$ cat src/rtl/posit_lod_arbiter_pkg.sv
// Shared sizing helpers for the posit leading-one-detect arbiter slice.
package posit_lod_pkg;

    function automatic int unsigned w_of(input int unsigned n, input int unsigned es);
        return n - es + 3;
    endfunction

    function automatic int unsigned cw_of(input int unsigned w);
        return $clog2(w + 1);
    endfunction

    // A single lane still needs a 1-bit tag so the response struct stays well formed.
    function automatic int unsigned idw_of(input int unsigned nreq);
        return (nreq < 2) ? 1 : $clog2(nreq);
    endfunction

endpackage

$ cat src/rtl/posit_lod_arbiter_if.sv
// Request/response bundle between the adder lanes and the shared LOD datapath.
interface posit_lod_arbiter_if
    import posit_lod_pkg::*;
#(
    parameter int unsigned NREQ = 4,
    parameter int unsigned W    = w_of(8, 4),
    parameter int unsigned CW   = cw_of(W),
    parameter int unsigned IDW  = idw_of(NREQ)
);
    logic [NREQ-1:0]   req_valid;
    logic [NREQ-1:0]   req_ready;
    logic [NREQ*W-1:0] req_data;
    logic              rsp_valid;
    logic              rsp_ready;
    logic [IDW-1:0]    rsp_id;
    logic [CW-1:0]     rsp_count;
    logic              rsp_zero;

    modport master (
        output req_valid, req_data, rsp_ready,
        input  req_ready, rsp_valid, rsp_id, rsp_count, rsp_zero
    );

    modport slave (
        input  req_valid, req_data, rsp_ready,
        output req_ready, rsp_valid, rsp_id, rsp_count, rsp_zero
    );
endinterface

$ cat src/rtl/posit_lod_arbiter_lod_count.sv
// Combinational MSB-first leading-zero count with an all-zero flag.
module lod_count #(
    parameter int unsigned W  = 7,
    parameter int unsigned CW = 3
) (
    input  logic [W-1:0]  word_i,
    output logic [CW-1:0] count_o,
    output logic          zero_o
);
    // Scan upward so the most significant set bit is the last one to win.
    always_comb begin
        count_o = CW'(W);
        for (int unsigned i = 0; i < W; i++) begin
            if (word_i[i]) begin
                count_o = CW'(W - 1 - i);
            end
        end
    end

    assign zero_o = ~|word_i;
endmodule

$ cat src/rtl/posit_lod_arbiter.sv
// Round-robin shared leading-one detector: S1 holds the granted word, S2 the tagged result.
module posit_lod_arbiter
    import posit_lod_pkg::*;
#(
    parameter int unsigned N    = 8,
    parameter int unsigned es   = 4,
    parameter int unsigned NREQ = 4
) (
    input logic               clk,
    input logic               rst_n,
    posit_lod_arbiter_if.slave bus
);
    localparam int unsigned W   = w_of(N, es);
    localparam int unsigned CW  = cw_of(W);
    localparam int unsigned IDW = idw_of(NREQ);

    typedef struct packed {
        logic [IDW-1:0] id;
        logic [CW-1:0]  count;
        logic           zero;
    } lod_rsp_t;

    logic             s1_valid_q;
    logic [W-1:0]     s1_word_q;
    logic [IDW-1:0]   s1_id_q;
    logic [IDW-1:0]   ptr_q, ptr_d;
    logic             rsp_valid_q;
    lod_rsp_t         rsp_q, rsp_d;

    logic             s2_adv, s1_adv, any_req, accept, found;
    logic [IDW-1:0]   winner, idx;
    logic [IDW:0]     sum;
    logic [W-1:0]     data_sel;
    logic [NREQ-1:0]  ready;
    logic [CW-1:0]    lc_count;
    logic             lc_zero;

    assign s2_adv  = !rsp_valid_q || bus.rsp_ready;
    assign s1_adv  = !s1_valid_q || s2_adv;
    assign any_req = |bus.req_valid;
    assign accept  = any_req && s1_adv;

    // Search starts at the pointer; the wide sum makes wrap explicit for any NREQ.
    always_comb begin
        winner = ptr_q;
        found  = 1'b0;
        sum    = '0;
        idx    = '0;
        for (int unsigned k = 0; k < NREQ; k++) begin
            sum = {1'b0, ptr_q} + (IDW+1)'(k);
            if (sum >= (IDW+1)'(NREQ)) begin
                sum = sum - (IDW+1)'(NREQ);
            end
            idx = sum[IDW-1:0];
            if (!found && bus.req_valid[idx]) begin
                winner = idx;
                found  = 1'b1;
            end
        end
    end

    always_comb begin
        data_sel = '0;
        for (int unsigned k = 0; k < NREQ; k++) begin
            if (IDW'(k) == winner) begin
                data_sel = bus.req_data[k*W +: W];
            end
        end
    end

    always_comb begin
        ready = '0;
        if (accept && rst_n) begin
            ready[winner] = 1'b1;
        end
    end

    assign ptr_d = (winner == IDW'(NREQ - 1)) ? '0 : winner + 1'b1;

    lod_count #(.W(W), .CW(CW)) u_lod_count (
        .word_i  (s1_word_q),
        .count_o (lc_count),
        .zero_o  (lc_zero)
    );

    always_comb begin
        rsp_d       = rsp_q;
        rsp_d.id    = s1_id_q;
        rsp_d.count = lc_count;
        rsp_d.zero  = lc_zero;
    end

    always_ff @(posedge clk or negedge rst_n) begin
        if (!rst_n) begin
            s1_valid_q  <= 1'b0;
            s1_word_q   <= '0;
            s1_id_q     <= '0;
            ptr_q       <= '0;
            rsp_valid_q <= 1'b0;
            rsp_q       <= '0;
        end else begin
            if (s1_adv) begin
                s1_valid_q <= any_req;
                if (any_req) begin
                    s1_word_q <= data_sel;
                    s1_id_q   <= winner;
                    ptr_q     <= ptr_d;
                end
            end
            if (s2_adv) begin
                rsp_valid_q <= s1_valid_q;
                if (s1_valid_q) begin
                    rsp_q <= rsp_d;
                end
            end
        end
    end

    assign bus.req_ready = ready;
    assign bus.rsp_valid = rsp_valid_q;
    assign bus.rsp_id    = rsp_q.id;
    assign bus.rsp_count = rsp_q.count;
    assign bus.rsp_zero  = rsp_q.zero;
endmodule

$ cat src/flat_wrapper.sv
// flat-port wrapper written by rule: the top's interface ports become plain ports
module posit_lod_arbiter_flat import posit_lod_pkg::*;
#(
    parameter int unsigned N    = 8,
    parameter int unsigned es   = 4,
    parameter int unsigned NREQ = 4
)
  (clk, rst_n, bus_req_valid, bus_req_data, bus_rsp_ready, bus_req_ready, bus_rsp_valid, bus_rsp_id, bus_rsp_count, bus_rsp_zero);
  posit_lod_arbiter_if #(.NREQ(NREQ), .W((7)), .CW((3)), .IDW((2))) bus_i ();
  input logic clk;
  input logic rst_n;
  input wire logic [$bits(bus_i.req_valid)-1:0] bus_req_valid;
  input wire logic [$bits(bus_i.req_data)-1:0] bus_req_data;
  input wire logic [$bits(bus_i.rsp_ready)-1:0] bus_rsp_ready;
  output wire logic [$bits(bus_i.req_ready)-1:0] bus_req_ready;
  output wire logic [$bits(bus_i.rsp_valid)-1:0] bus_rsp_valid;
  output wire logic [$bits(bus_i.rsp_id)-1:0] bus_rsp_id;
  output wire logic [$bits(bus_i.rsp_count)-1:0] bus_rsp_count;
  output wire logic [$bits(bus_i.rsp_zero)-1:0] bus_rsp_zero;
  assign bus_i.req_valid = bus_req_valid;
  assign bus_i.req_data = bus_req_data;
  assign bus_i.rsp_ready = bus_rsp_ready;
  assign bus_req_ready = bus_i.req_ready;
  assign bus_rsp_valid = bus_i.rsp_valid;
  assign bus_rsp_id = bus_i.rsp_id;
  assign bus_rsp_count = bus_i.rsp_count;
  assign bus_rsp_zero = bus_i.rsp_zero;
  posit_lod_arbiter #(.N(N), .es(es), .NREQ(NREQ)) u_core (.clk(clk), .rst_n(rst_n), .bus(bus_i));
endmodule
$ cat config.mk
export PLATFORM = sky130hd
export DESIGN_NAME = posit_lod_arbiter_flat
export DESIGN_NICKNAME = d
export VERILOG_FILES = /design/src/rtl/posit_lod_arbiter_pkg.sv /design/src/rtl/posit_lod_arbiter_if.sv /design/src/rtl/posit_lod_arbiter_lod_count.sv /design/src/rtl/posit_lod_arbiter.sv /design/src/flat_wrapper.sv
export SDC_FILE = /design/constraint.sdc
export NUM_CORES = 1
export LEC_CHECK = 0
export BUFFER_PORTS_ARGS = -buffer_cell sky130_fd_sc_hd__buf_2
export CAP_MARGIN = 20
export CORE_UTILIZATION = 48
export CTS_CLUSTER_SIZE = 25
export DETAILED_ROUTE_END_ITERATION = 12
export PLACE_DENSITY_LB_ADDON = 0.15
export SLEW_MARGIN = 25
export SYNTH_ARGS = -nofsm -noshare
export SYNTH_HDL_FRONTEND = slang
export SYNTH_SLANG_ARGS = --single-unit
$ cat constraint.sdc
create_clock -name clk -period 3.1 [get_ports clk]
set_clock_uncertainty 0.1 [all_clocks]
set_input_delay 0.31 -clock clk [delete_from_list [all_inputs] [get_ports clk]]
set_output_delay 0.31 -clock clk [all_outputs]
set_load 0.05 [all_outputs]
# --- Word-level counts from Yosys, hierarchy flattened ---
# Cells that the tools add are included.
op_classes:
  n_reduce_logical: 19
  n_addsub: 8
  eq_ne: 4
  magnitude_cmp: 10
  muxes: 34
op_table:
  columns: ["cell", "count"]
  rows:
  - ["7-bit 2-to-1 mux", 4]
  - ["2-bit 2-to-1 mux", 9]
  - ["3-bit 2-to-1 mux", 6]
  - ["2-bit by 3-bit less-than comparator with 1-bit output (second input constant)", 5]
  - ["3-bit greater-or-equal comparator (second input constant)", 3]
  - ["1-bit 2-to-1 mux", 9]
  - ["1-bit binary-select mux with 2-bit select", 4]
  - ["2-bit by 1-bit subtractor with 2-bit output (second input constant)", 4]
  - ["7-bit OR reduction", 1]
  - ["2-bit by 2-bit adder with 3-bit output (second input constant)", 2]
  - ["1-bit logical AND", 6]
  - ["1-bit logical NOT", 6]
  - ["2-bit == test (first input constant)", 2]
  - ["4-bit 2-to-1 mux", 1]
  - ["2-bit AND reduction", 2]
  - ["4-bit OR reduction", 1]
  - ["2-bit by 1-bit adder with 3-bit output (second input constant)", 1]
  - ["2-bit by 3-bit greater-or-equal comparator with 1-bit output (second input constant)", 1]
  - ["2-bit by 1-bit adder with 2-bit output (second input constant)", 1]
  - ["1-bit demux with 2-bit select", 1]
  - ["1-bit by 2-bit == test with 1-bit output (first input constant)", 1]
  - ["2-bit == test (second input constant)", 1]
  - ["2-bit by 1-bit greater-or-equal comparator with 1-bit output (second input constant)", 1]
  - ["2-bit logical NOT", 1]
  - ["1-bit logical OR", 2]
totals:
  register_bits: 19
  out_inout_bits: 11
  input_bits: 35
  wordCells: 83

# --- Depth between registers and ports, before layout ---
depth:
  word_depth: 19
  depth_mapped: 8
  ltp_nobuf: 7

# --- By module ---
# From an unflattened synthesis, not the netlist that was laid out.
unflattened:
  cells_unflattened: 131
  area_unflattened_um2: 1216.2
modules_own_cells:
  columns: ["module", "seq_area_each_um2", "instances", "cells_each", "area_each_um2"]
  rows:
  - ["posit_lod_arbiter", 475.5, 1, 121, 1154.9]
  - ["lod_count", 0.0, 1, 10, 61.3]

# --- Worst setup path after synthesis ---
# OpenSTA, ideal clock, no wires.
synth_timing:
  kind: "reg2out"
  from: "reg u_core.ptr_q[1]"
  to: "out bus_req_ready[3]"
  arrival_ns: 2.071
  setup_slack_ns: 0.619
  stages_incl_launch_ff: 7
  t_required_ns: 2.690
  path_buffers: 1
  cell_sequence: "dfrtp_1 -> o22ai_1 -> a221oi_1 -> and2_1 -> ha_1 -> clkbuf_1 -> and3_1"
synth_between:
  elab_chain_cells: 19
  elab_cells_between_ends: 42
  classes_between: "add/sub (7); order compare (6); mux (22); reduce/logical (7)"
synth_rtl:
  columns: ["item", "line_no", "source"]
  rows:
  - ["start: declaration", "posit_lod_arbiter.sv:26", "logic [IDW-1:0] ptr_q, ptr_d;"]
  - ["start signal: assignment", "posit_lod_arbiter.sv:107", "ptr_q <= ptr_d;"]
  - ["parallel branches: the longest is 13 deep, another holds 2-bit by 1-bit adder with 3-bit output", null, null]
  - ["2-bit 2-to-1 mux *", "posit_lod_arbiter.sv:55", "if (!found && bus.req_valid[idx]) begin"]
  - ["named net u_core.winner[0]", "posit_lod_arbiter.sv:31", "logic [IDW-1:0] winner, idx;"]
  - ["2-bit by 3-bit less-than comparator with 1-bit output (implied by the code) / 2-bit by 1-bit greater-or-equal comparator with 1-bit output (equally long branches)", "posit_lod_arbiter.sv:74", "ready[winner] = 1'b1;"]
  - ["1-bit logical AND (implied by the code)", "posit_lod_arbiter.sv:74", null]
  - ["1-bit 2-to-1 mux (implied by the code)", "posit_lod_arbiter.sv:74", null]
  - ["1-bit demux with 2-bit select *", null, null]
  - ["4-bit 2-to-1 mux *", "posit_lod_arbiter.sv:73", "if (accept && rst_n) begin"]
  - ["end: declaration", "flat_wrapper.sv:15", "output wire logic [$bits(bus_i.req_ready)-1:0] bus_req_ready;"]
# Mark *: on every way through the listed nets, which the timed path passes. The select of a mux whose other input is x is not followed.

# --- Final worst setup path ---
layout_timing:
  from: "reg u_core.ptr_q[1]"
  to: "out bus_req_ready[1]"
# The elaborated chain is that of the path after synthesis.

==> out/qor_table.md <==
| Result | Value |
| --- | --- |
| Pre-CTS setup slack | 0.5490 ns |
| First drt pass iteration count | 4 |
| Detailed Route Iter0 Violations | 21 |
| Hold Path Stages | 3 |
| Detailed-route via count | 1169 |
| Leakage dissipation | 0.7243 nW |
| Post-Syn Instances | 134 |
| Remaining number of nets flagged by the antenna check after routing | 0 |
| Worst endpoint data arrival time | 2.44 ns |
| Transition time at the pin with the least slew margin | 0.8665 ns |
| Largest net degree at the start of global routing | 24 |
| Final Critical Period | 2.853 ns |
| Depth of the CTS H-tree | 1 |
| # setup viols final | 0 |
| Placeable core area | 2297 um^2 |
| Synth warnings | 0 |
| Total standard cell area after synthesis | 1216 um^2 |
| Starting utilization of the core area | 0.5294 |
| Gpl congestion | 0.7653 |
| Upper clock frequency limit | 350.5 MHz |
| Vias in the first global route | 1105 |
| Antenna violations before repair | 0 |
| Overall track demand over capacity in global routing | 0.2257 |
| Ant diodes | 0 |
| Fraction of final layout cells with drive strength greater than 1 | 0.3202 |
| WP data required | 2.69 ns |
| Top flip-flop cell by instance count after synthesis | dfrtp_1 |
| TritonCTS sink count | 19 |
| Die area | 2739 um^2 |
| Number of enable flip-flop cells after synthesis | 0 |
| Number of register bits inferred by synthesis | 19 |
| Wire length of the first global-routing pass | 4574 um |
| Net count of the mapped netlist | 173 |
| Crit-path max FO | 15 |
| Minimum setup slack in the final design | 0.2473 ns |
| Count of max-cap constraint violations | 0 |
| Resize count post-CTS | 0 |
| Cell area power density | 750.8 nW/um^2 |
| Number of max-slew violations in the final report | 0 |
| Placed wire-length estimate | 2055 um |
| Growth of design area from synthesis to finish | 22.43% |
| Die width | 52.34 um |
| Synthesized area per cell | 9.076 um^2 |
| Height of the die | 52.34 um |
| Via density per instance | 5.675 |
| TritonCTS buffer count | 3 |
| Aggregate routed wire length | 2733 um |
| Category of the worst setup path launch point | flop |
| Routed wire length per instance | 13.27 um |
| Critical path start-end classification | reg -> out |
| Unique cell type count in the Yosys netlist | 35 |
| Hold Path Class | in -> reg |
| Overall power consumption | 1.118 mW |
| Worst vdd ir | 0.0004732 V |
| Root buffer cell | clkbuf_4 |
| Clock-pin slew of the registers on the worst-case setup and hold paths | 0.11 ns |
| Worst-case headroom to the max-slew limit | 0.4202 |
| Final cycle utilization of the critical path | 0.9202 |
| Residual overflow from global routing | 0 |
| IO Pins | 46 |
| Post-Route Setup TNS | 0 ns |
| Remaining DRCs | 0 |
| R2R cell count | 7 |
| Setup repair after global routing missed its margin | false |
| TritonCTS clock tree | built |
| Fraction of synthesis flops using an asynchronous set or reset pin | 1.000 |
| Final hold violation count | 0 |
| Count of buffers inserted at the top-level ports | 45 |
| Bufs on Longest Clock Path | 2 |
| Floorplan row count | 17 |
| Sequential-to-total area share from yosys stat | 0.3909 |
| Latest clock arrival within the worst-skew pair | 0.30 ns |
| Outcome | finished clean |
| Critical Path Sink Type | primary output |
| Layout Nets | 218 |
[state kept, by name, summed over array words and instances (netlist names)]
name and cells:
u_core.bus.rsp_count 3, u_core.bus.rsp_id 2, u_core.bus.rsp_valid 1, u_core.bus.rsp_zero 1
u_core.ptr_q 2, u_core.s1_id_q 2, u_core.s1_valid_q 1, u_core.s1_word_q 7
[critical path, stage by stage (launching register included)]
cell,delay [ns]
dfrtp_1,0.47
o22ai_1,0.11
a221oi_1,0.45
and2_1,0.24
ha_1,0.40
and3_1,0.21
buf_2,0.26
[cell type report]
| class | count | area, um^2 |
|---|---|---|
| well taps | 28 | 35.03 |
| flip-flops and latches | 19 | 475.5 |
| inverters | 9 | 33.78 |
| multi-input cells | 99 | 675.6 |
| repair buffers | 47 | 242.7 |
| fillers | 210 | 808.3 |
| clock buffers | 4 | 26.28 |
[synth_stat cells (all sizes together), types with 2 or more instances]
| library cell | n | share of area |
|---|---|---|
| a21boi | 3 | 0.022 |
| a21oi | 17 | 0.070 |
| a221o | 7 | 0.058 |
| a31oi | 8 | 0.041 |
| a41o | 2 | 0.016 |
| and3 | 4 | 0.021 |
| buf | 5 | 0.020 |
| clkbuf | 2 | 0.0062 |
| dfrtp | 19 | 0.39 |
| ha | 4 | 0.041 |
| inv | 9 | 0.028 |
| mux2 | 3 | 0.028 |
| nand2 | 10 | 0.031 |
| nand2b | 4 | 0.021 |
| nand3b | 8 | 0.049 |
| nor2 | 7 | 0.022 |
| nor2b | 3 | 0.015 |
| o21ai | 4 | 0.016 |
[cell families after synthesis]
kind of cell / share of synthesized area
AO/OA/AOI/OAI: 0.2778
adder cells (fa/ha/maj): 0.04115
buffers and inverters: 0.05350
flip-flops: 0.3909
multiplexers: 0.02778
AND/OR/NAND/NOR: 0.2089
[per-stage QoR]
stage               hold slack (ns)  area [um^2]  utilization  instances
CTS                          0.1586         1489       0.6481        206
floorplan                  -0.08559         1216            -        134
finish                       0.1688         1489       0.6481        206
global route                 0.1560         1489       0.6481        206
global placement             0.1885         1453       0.6324        201
detailed placement           0.1944         1453       0.6324        201
[cell usage in the layout (no fill, tap or decap), types with 2 or more instances in the layout]
master	count
a21boi_0	2
a21oi_1	17
a221o_1	7
a31oi_1	8
a41o_1	2
and3_1	4
buf_2	45
clkbuf_4	3
dfrtp_1	19
ha_1	4
inv_1	9
mux2_2	3
nand2_1	10
nand2b_1	4
nand3b_1	8
nor2_1	7
nor2b_1	3
o21ai_0	4
[worst paths after layout]
| path | start | endpoint | slack (ns) |
|---|---|---|---|
| max | u_core.ptr_q[1] | bus_req_ready[1] | 0.25 |
| min | bus_req_data[25] | u_core.s1_word_q[4] | 0.17 |
| max reg2reg | u_core.ptr_q[1] | u_core.s1_word_q[1] | 0.60 |
| min reg2reg | u_core.bus.rsp_count[2] | u_core.bus.rsp_count[2] | 0.40 |
| max in group asynchronous | rst_n | u_core.s1_word_q[6] | 2.19 |
| min in group asynchronous | rst_n | u_core.bus.rsp_id[0] | 0.38 |
[per-layer routing]
metal  share of wire  track usage
met2            0.47       0.3713
met5               0            0
met1            0.48       0.2919
met3           0.036      0.02609
met4           0.019       0.1053
[repair_timing]
item | 4_1_cts | 5_1_grt
hold buffers | 1 | 0
buffers inserted | 0 | 0
endpoints found under the hold margin | 19 | 0
[power breakdown]
group          switching [mW]  internal [mW]  leakage (nW)
sequential             0.0689          0.336         0.224
combinational           0.348          0.240         0.485
clock                  0.0747         0.0502        0.0150
total                   0.492          0.626         0.724
(Power assumes the default switching activity.)
